`src/rtl/fetch_unit.sv`:
```
`default_nettype none
// fetch_unit -- RV32I instruction fetch: PC, imem address, IF/ID register, redirect/halt.
// Rev 1.0

module fetch_unit #(
    parameter logic [31:0] RESET_PC  = 32'h0000_0000,
    parameter logic [31:0] NOP_INSTR = 32'h0000_0013
) (
    input  logic        i_clk,
    input  logic        i_reset,
    input  logic        i_stall,
    input  logic        i_redirect,
    input  logic [31:0] i_redirect_pc,
    output logic [31:0] o_imem_addr,
    input  logic [31:0] i_imem_rdata,
    output logic [31:0] o_instr,
    output logic [31:0] o_pc,
    output logic [31:0] o_pc_four,
    output logic        o_valid,
    output logic        o_misaligned,
    output logic [15:0] o_redirect_count
);

    typedef enum logic [0:0] {
        RUN  = 1'b0,
        HALT = 1'b1
    } state_t;

    state_t      state;
    logic [31:0] pc;
    logic [31:0] pc_next_seq;

    assign pc_next_seq = pc + 32'd4;
    assign o_imem_addr = pc;

    always_ff @(posedge i_clk) begin
        if (i_reset) begin
            state            <= RUN;
            pc               <= RESET_PC;
            o_instr          <= NOP_INSTR;
            o_pc             <= 32'd0;
            o_pc_four        <= 32'd0;
            o_valid          <= 1'b0;
            o_misaligned     <= 1'b0;
            o_redirect_count <= 16'd0;
        end else begin
            case (state)
                RUN: begin
                    if (i_redirect) begin
                        // The IF/ID entry is on the wrong path either way, so it is squashed.
                        o_instr   <= NOP_INSTR;
                        o_pc      <= 32'd0;
                        o_pc_four <= 32'd0;
                        o_valid   <= 1'b0;
                        if (i_redirect_pc[1:0] != 2'b00) begin
                            state        <= HALT;
                            o_misaligned <= 1'b1;
                        end else begin
                            pc <= i_redirect_pc;
                            if (o_redirect_count != 16'hFFFF) begin
                                o_redirect_count <= o_redirect_count + 16'd1;
                            end
                        end
                    end else if (!i_stall) begin
                        o_instr   <= i_imem_rdata;
                        o_pc      <= pc;
                        o_pc_four <= pc_next_seq;
                        o_valid   <= 1'b1;
                        pc        <= pc_next_seq;
                    end
                end
                HALT: begin
                    state <= HALT;
                end
                default: begin
                    state <= HALT;
                end
            endcase
        end
    end

endmodule

`default_nettype wire

```
`config.mk`:
```
export PLATFORM = sky130hd
export DESIGN_NAME = fetch_unit
export DESIGN_NICKNAME = d
export VERILOG_FILES = /design/src/rtl/fetch_unit.sv
export SDC_FILE = /design/constraint.sdc
export NUM_CORES = 1
export LEC_CHECK = 0
export CORE_UTILIZATION = 35
export DETAILED_ROUTE_END_ITERATION = 7
export HOLD_SLACK_MARGIN = 0.06
export MAX_ROUTING_LAYER = met4
export PLACE_DENSITY = 0.73
export SETUP_SLACK_MARGIN = 0.1
export SYNTH_ARGS = -nofsm -noshare
export SYNTH_HDL_FRONTEND = slang
export SYNTH_SLANG_ARGS = --single-unit
```
`constraint.sdc`:
```
create_clock -name i_clk -period 2 [get_ports i_clk]
set_clock_uncertainty 0.1 [all_clocks]
set_input_delay 0.4 -clock i_clk [delete_from_list [all_inputs] [get_ports i_clk]]
set_output_delay 0.4 -clock i_clk [all_outputs]
set_load 0.02 [all_outputs]
```
# After elaboration in Yosys (flattened, before gate mapping)

Cells that the tools add are included.

Register bits after elaboration: 147
Input port bits: 68
Output and inout port bits: 146
Word-level logic and storage cells: 33

Add/subtract/negate cells: 2
Equal/unequal tests: 3
Muxes and demuxes: 13
Bitwise operators: 2
Reductions and logical operators: 5

Operators with widths:

| operator                | number |
|---|---|
| $mux W32                | 8 |
| $add A32 B3 Y32 const B | 1 |
| $add A16 B1 Y16 const B | 1 |
| $ne A16 B16 Y1 const B  | 1 |
| $reduce_and A3 Y1       | 2 |
| $mux W1                 | 4 |
| $reduce_and A4 Y1       | 1 |
| $ne A2 B1 Y1 const B    | 1 |
| $ne A2 B2 Y1 const B    | 1 |
| $not A1 Y1              | 2 |
| $pmux W1 S2             | 1 |
| $reduce_and A2 Y1       | 1 |
| $reduce_bool A2 Y1      | 1 |

# Longest topological paths before layout

Depth in word-level cells: 4
Mapped depth: 8

# Worst setup path after synthesis

No wires, ideal clock.

Kind: flip-flop to flip-flop
From: register pc[3] (netlist: o_imem_addr[3])
To: register pc[18] (netlist: o_imem_addr[18])
Data arrival time: 2.161 ns
Data required time: 1.805 ns
Path slack: -0.356 ns
Stages on the path, launching flop included: 7
Path buffers: 1
Cells stage by stage: dfxtp_1 -> ha_1 -> nand3_1 -> or4_1 -> buf_2 -> o41a_1 -> a221oi_1

Word-level cells in the longest chain between the ends: 3

Ends and longest elaborated chain:

| item                     | RTL line | RTL |
|---|---|---|
| start: declaration       | 30       | `logic [31:0] pc;` |
| start signal: assignment | 59       | `pc <= i_redirect_pc;` |
| start signal: assignment | 69       | `pc <= pc_next_seq;` |
| $add A32 B3 Y32          | 33       | `assign pc_next_seq = pc + 32'd4;` |
| $mux W32                 | 64       | `end else if (!i_stall) begin` |
| $mux W32                 | 49       | `if (i_redirect) begin` |

Every way passes these cells. The select of a mux whose other input is x is not followed.
A chain may end at the register's enable or synchronous reset.

# Worst setup path in the final report

From: register state
To: register o_redirect_count[15]

Word-level cells in the longest chain between the ends: 2

Ends and longest elaborated chain:

| item                               | RTL line | RTL |
|---|---|---|
| start: declaration                 | 29       | `state_t state;` |
| start signal: assignment           | 38       | `state <= RUN;` |
| start signal: assignment           | 56       | `state <= HALT;` |
| start signal: assignment           | 73       | `state <= HALT;` |
| $not A1 Y1 (no source line)        | --       |  |
| $reduce_and A4 Y1 (no source line) | --       |  |
| end signal: assignment             | 61       | `o_redirect_count <= o_redirect_count + 16'd1;` |
| end: declaration                   | 21       | `output logic [15:0] o_redirect_count` |

Every way passes these cells.

==> results.md <==
* Synth Flop Type: dfxtp_1
* Number of synthesized flops with an enable pin at 0
* Post-layout min period at 1.89 ns
* CTS tree: yes
* Status: complete, no violations
* Die ar. at about 18000 um2
* Leak at 4.48 nW
* Synth unique cells at 54
* Vias in the first global route at just over 6000
* First-pass GRT wire length at 32100 um
* Sequential fraction of the synthesis area at 0.464
* Max_cap viols at 0
* Cells taking the most area after synthesis: dfxtp_1 (46%), a22oi_1 (9.0%), nor2_1 (7.7%)
* Reg2Reg Depth at 5
* Most frequent cells after synthesis: dfxtp_1 (145), nor2_1 (128), a22oi_1 (75), clkbuf_1 (56), nand2_1 (51)
* CP startpoint: state$_SDFF_PP0_
* Ys async rst share at 0
* Post-Synthesis Cells at between 700 and 800
* Die H at 136 um
* I/O pin count at between 200 and 250
* Final setup fails at 0
* GPL Wtd Cong at around 0.95
* FILL cells at approximately 1500
* Largest net degree at the start of global routing at 57
* Slew Limit Fails at 0
* ANT nets after route at 0
* RR Startpoint: state$_SDFF_PP0_
* Initial Utilization at 0.360
* Synth top area share at 0.464
* Vias/cell at 5.29
* H-Tree Depth at 4
* Area Overhead vs Synth at 60.1%
* GR Layer Usage met3 at 0.0569
* Critical-path top delay cell: or4b_4
* Worst-margin pin slew at 0.446 ns
* Sw Share at 0.249
* Drt first-iter violations at about 540
* HP Class: input port to flip-flop
* Total wire length at ~21000 um
* Biggest area consumer among synthesized cells: dfxtp_1
* Grt met2 use at 0.369
* RSZ-0062 raised after global routing: yes
* P per Cell Area at 715 nW/um2
* Diode count at 0
* Worst path max stage delay at 0.50 ns
* CP required at 2.20 ns
* Overall power at just over 7 mW
* Seq cells post-synth at 145
* DR pass1 iterations at 5
* Synthesized Nets at 804
* Avg Cell Area, Syn at roughly 8.5 um2
* Worst R2R End: o_redirect_count[15]$_SDFFE_PP0P_
* Clk buf depth at 2
* GRT Util Overall at 0.233
* Die width at 136 um
* Input/output buffers at 213
* Post-synthesis instance area at 6250 um2
* Worst Slack Setup Final at 0.114 ns
* Initial antenna violation count at 0
* VDD IR max at approximately 0.57 mV
* WL/cell at 17.1 um
* Sequential power share at 0.423
* Slew HR at 0.701
* Final HPWL DP at 15100 um
* Startpoint class of the critical path: flip-flop
* Most used routing layer: met2
* Via count at 6491
* GRT overflow at 0
* Reg2reg setup slack at 0.11 ns
* # DRC at 0
* YS warnings at 0
* Num CTS Buffers at 17
* Share of layout cells above drive strength 1 at 0.172
* Final Hold Fails at 0
* Final nets at 1061
* Sink Count at roughly 150
* Worst-path maximum fanout at 2
* Sw Pwr at 1.78 mW
* Rows at 48
* Clock group share of total power at 0.446
* WP data arrival at about 2.1 ns
* Root buffer cell: clkbuf_16
* Grt met1 use at 0.288
* Skew-Pair Late Insertion Delay at 0.41 ns
* Setup crit end kind: flip-flop
* Count leader, synth: dfxtp_1
* CP endpoint: o_redirect_count[15]$_SDFFE_PP0P_
* CORE AREA at 17400 um2
* Fin crit share at 0.943
* Logic pwr share at 0.131
* WS Path Type: flip-flop to flip-flop
* Fin Setup TNS at 0 ns
* Hold_buf cts at 0
* Clk slew on worst S/H paths at ~0.060 ns
* Crit-path cells: or4b_4 -> or4_4 -> nand4b_1 -> xor2_1 -> nor2_1
* DP Worst Slack at -0.480 ns
* Internal at 5.37 mW
* Max Freq at ~0.53 GHz
==> timing repair <==
| action | CTS | global route |
|---|---|---|
| resized for setup | 82 | 46 |
| endpoints found under the setup margin | 83 | 54 |
| pin swaps | 7 | 13 |
| setup buffers | 4 | 5 |
==> flip-flops by register name (all words and copies together), names as in the netlist <==
signal	flops
o_instr	32
o_valid	1
o_redirect_count	16
state	1
o_pc	32
o_imem_addr	32
o_misaligned	1
o_pc_four	30
==> power by group through the flow <==
stage	Clock, mW	Sequential [mW]	Combinational (mW)
after floorplan	0	3.16	0.357
after global placement	0	3.09	0.937
after detailed placement	0	3.09	0.945
after CTS	3.25	3.03	0.925
after global routing	3.37	3.03	1.00
final	3.19	3.03	0.939
==> through the flow <==
step,utilization,instance area [um2],cells,hold WS (ns)
global placement,0.532,9240,1188,0.336
global route,0.577,10000,1228,0.198
floorplan,-,6420,734,0.428
detailed placement,0.532,9240,1188,0.346
finish,0.577,10000,1228,0.199
CTS,0.566,9820,1223,0.180
==> worst min path at each step <==
stage	from	endpoint	slack, ns	cells past startpoint
after CTS	i_reset	o_imem_addr[19]$_SDFFE_PP0P_	0.18	2
after detailed placement	o_pc_four[23]$_SDFFE_PP0P_	o_pc_four[23]$_SDFFE_PP0P_	0.35	2
after floorplan	i_imem_rdata[0]	o_instr[0]$_SDFFE_PP1P_	0.43	2
final	i_reset	o_imem_addr[19]$_SDFFE_PP0P_	0.20	2
after global placement	o_pc_four[19]$_SDFFE_PP0P_	o_pc_four[19]$_SDFFE_PP0P_	0.34	2
after global routing	i_reset	o_imem_addr[16]$_SDFFE_PP0P_	0.20	2
==> per-layer routing <==
layer	vias to the layer above	wire [um]
met1	3017	9020
met2	290	10000
met4	0	274
met3	27	1700
li1	3157	-
met5	-	0
==> cell usage in the layout, fill, tap and decap left out, types with 4 or more instances in the layout <==
cell | netlist | layout
nor2_1 | 128 | 128
dfxtp_1 | 145 | 126
clkdlybuf4s50_1 | 0 | 115
buf_4 | 3 | 81
a22oi_1 | 75 | 75
dlygate4sd2_1 | 0 | 67
nand2_1 | 51 | 50
o21ai_0 | 35 | 33
dlymetal6s2s_1 | 0 | 29
a21oi_1 | 24 | 24
xor2_1 | 19 | 19
xnor2_1 | 19 | 19
nand4_1 | 18 | 18
nand3_1 | 20 | 18
clkbuf_16 | 0 | 18
dfxtp_2 | 0 | 12
and3_1 | 12 | 11
nor3_1 | 13 | 9
o22ai_1 | 8 | 8
buf_12 | 0 | 8
o211ai_1 | 7 | 7
dfxtp_4 | 0 | 7
a22o_1 | 6 | 6
nor4_4 | 0 | 5
and4_1 | 6 | 5
inv_1 | 4 | 4
nor3_2 | 1 | 4
or3_1 | 7 | 4
a31oi_1 | 4 | 4
nor3b_1 | 5 | 4
o31ai_1 | 5 | 4
nand2b_1 | 4 | 4
buf_6 | 0 | 4
==> cells by family after synthesis <==
family	synth area share
adders and majority gates	0.00400
buffers and inverters	0.0468
muxes	0.00480
xor gates and xnor gates	0.0532
AOI/OAI and AO/OA	0.204
DFF	0.464
and+or+nand+nor	0.223
==> critical path: cells and delay by family (launching register included) <==
family                    cells  cell delay (ns)
DFF                           1             0.32
xor gates and xnor gates      1             0.17
and+or+nand+nor               4             1.19
==> layout make-up <==
class | count | area [um2] | area share
tap | 225 | 282 | 0.0281
inverter | 4 | 15.0 | 0.00150
sequential | 145 | 2940 | 0.294
clock inverter | 8 | 100 | 0.0100
clock buffer | 23 | 489 | 0.0489
multi-input combinational | 517 | 3250 | 0.324
timing repair buffer | 306 | 2930 | 0.293
Power figures use the tool's default switching activity.
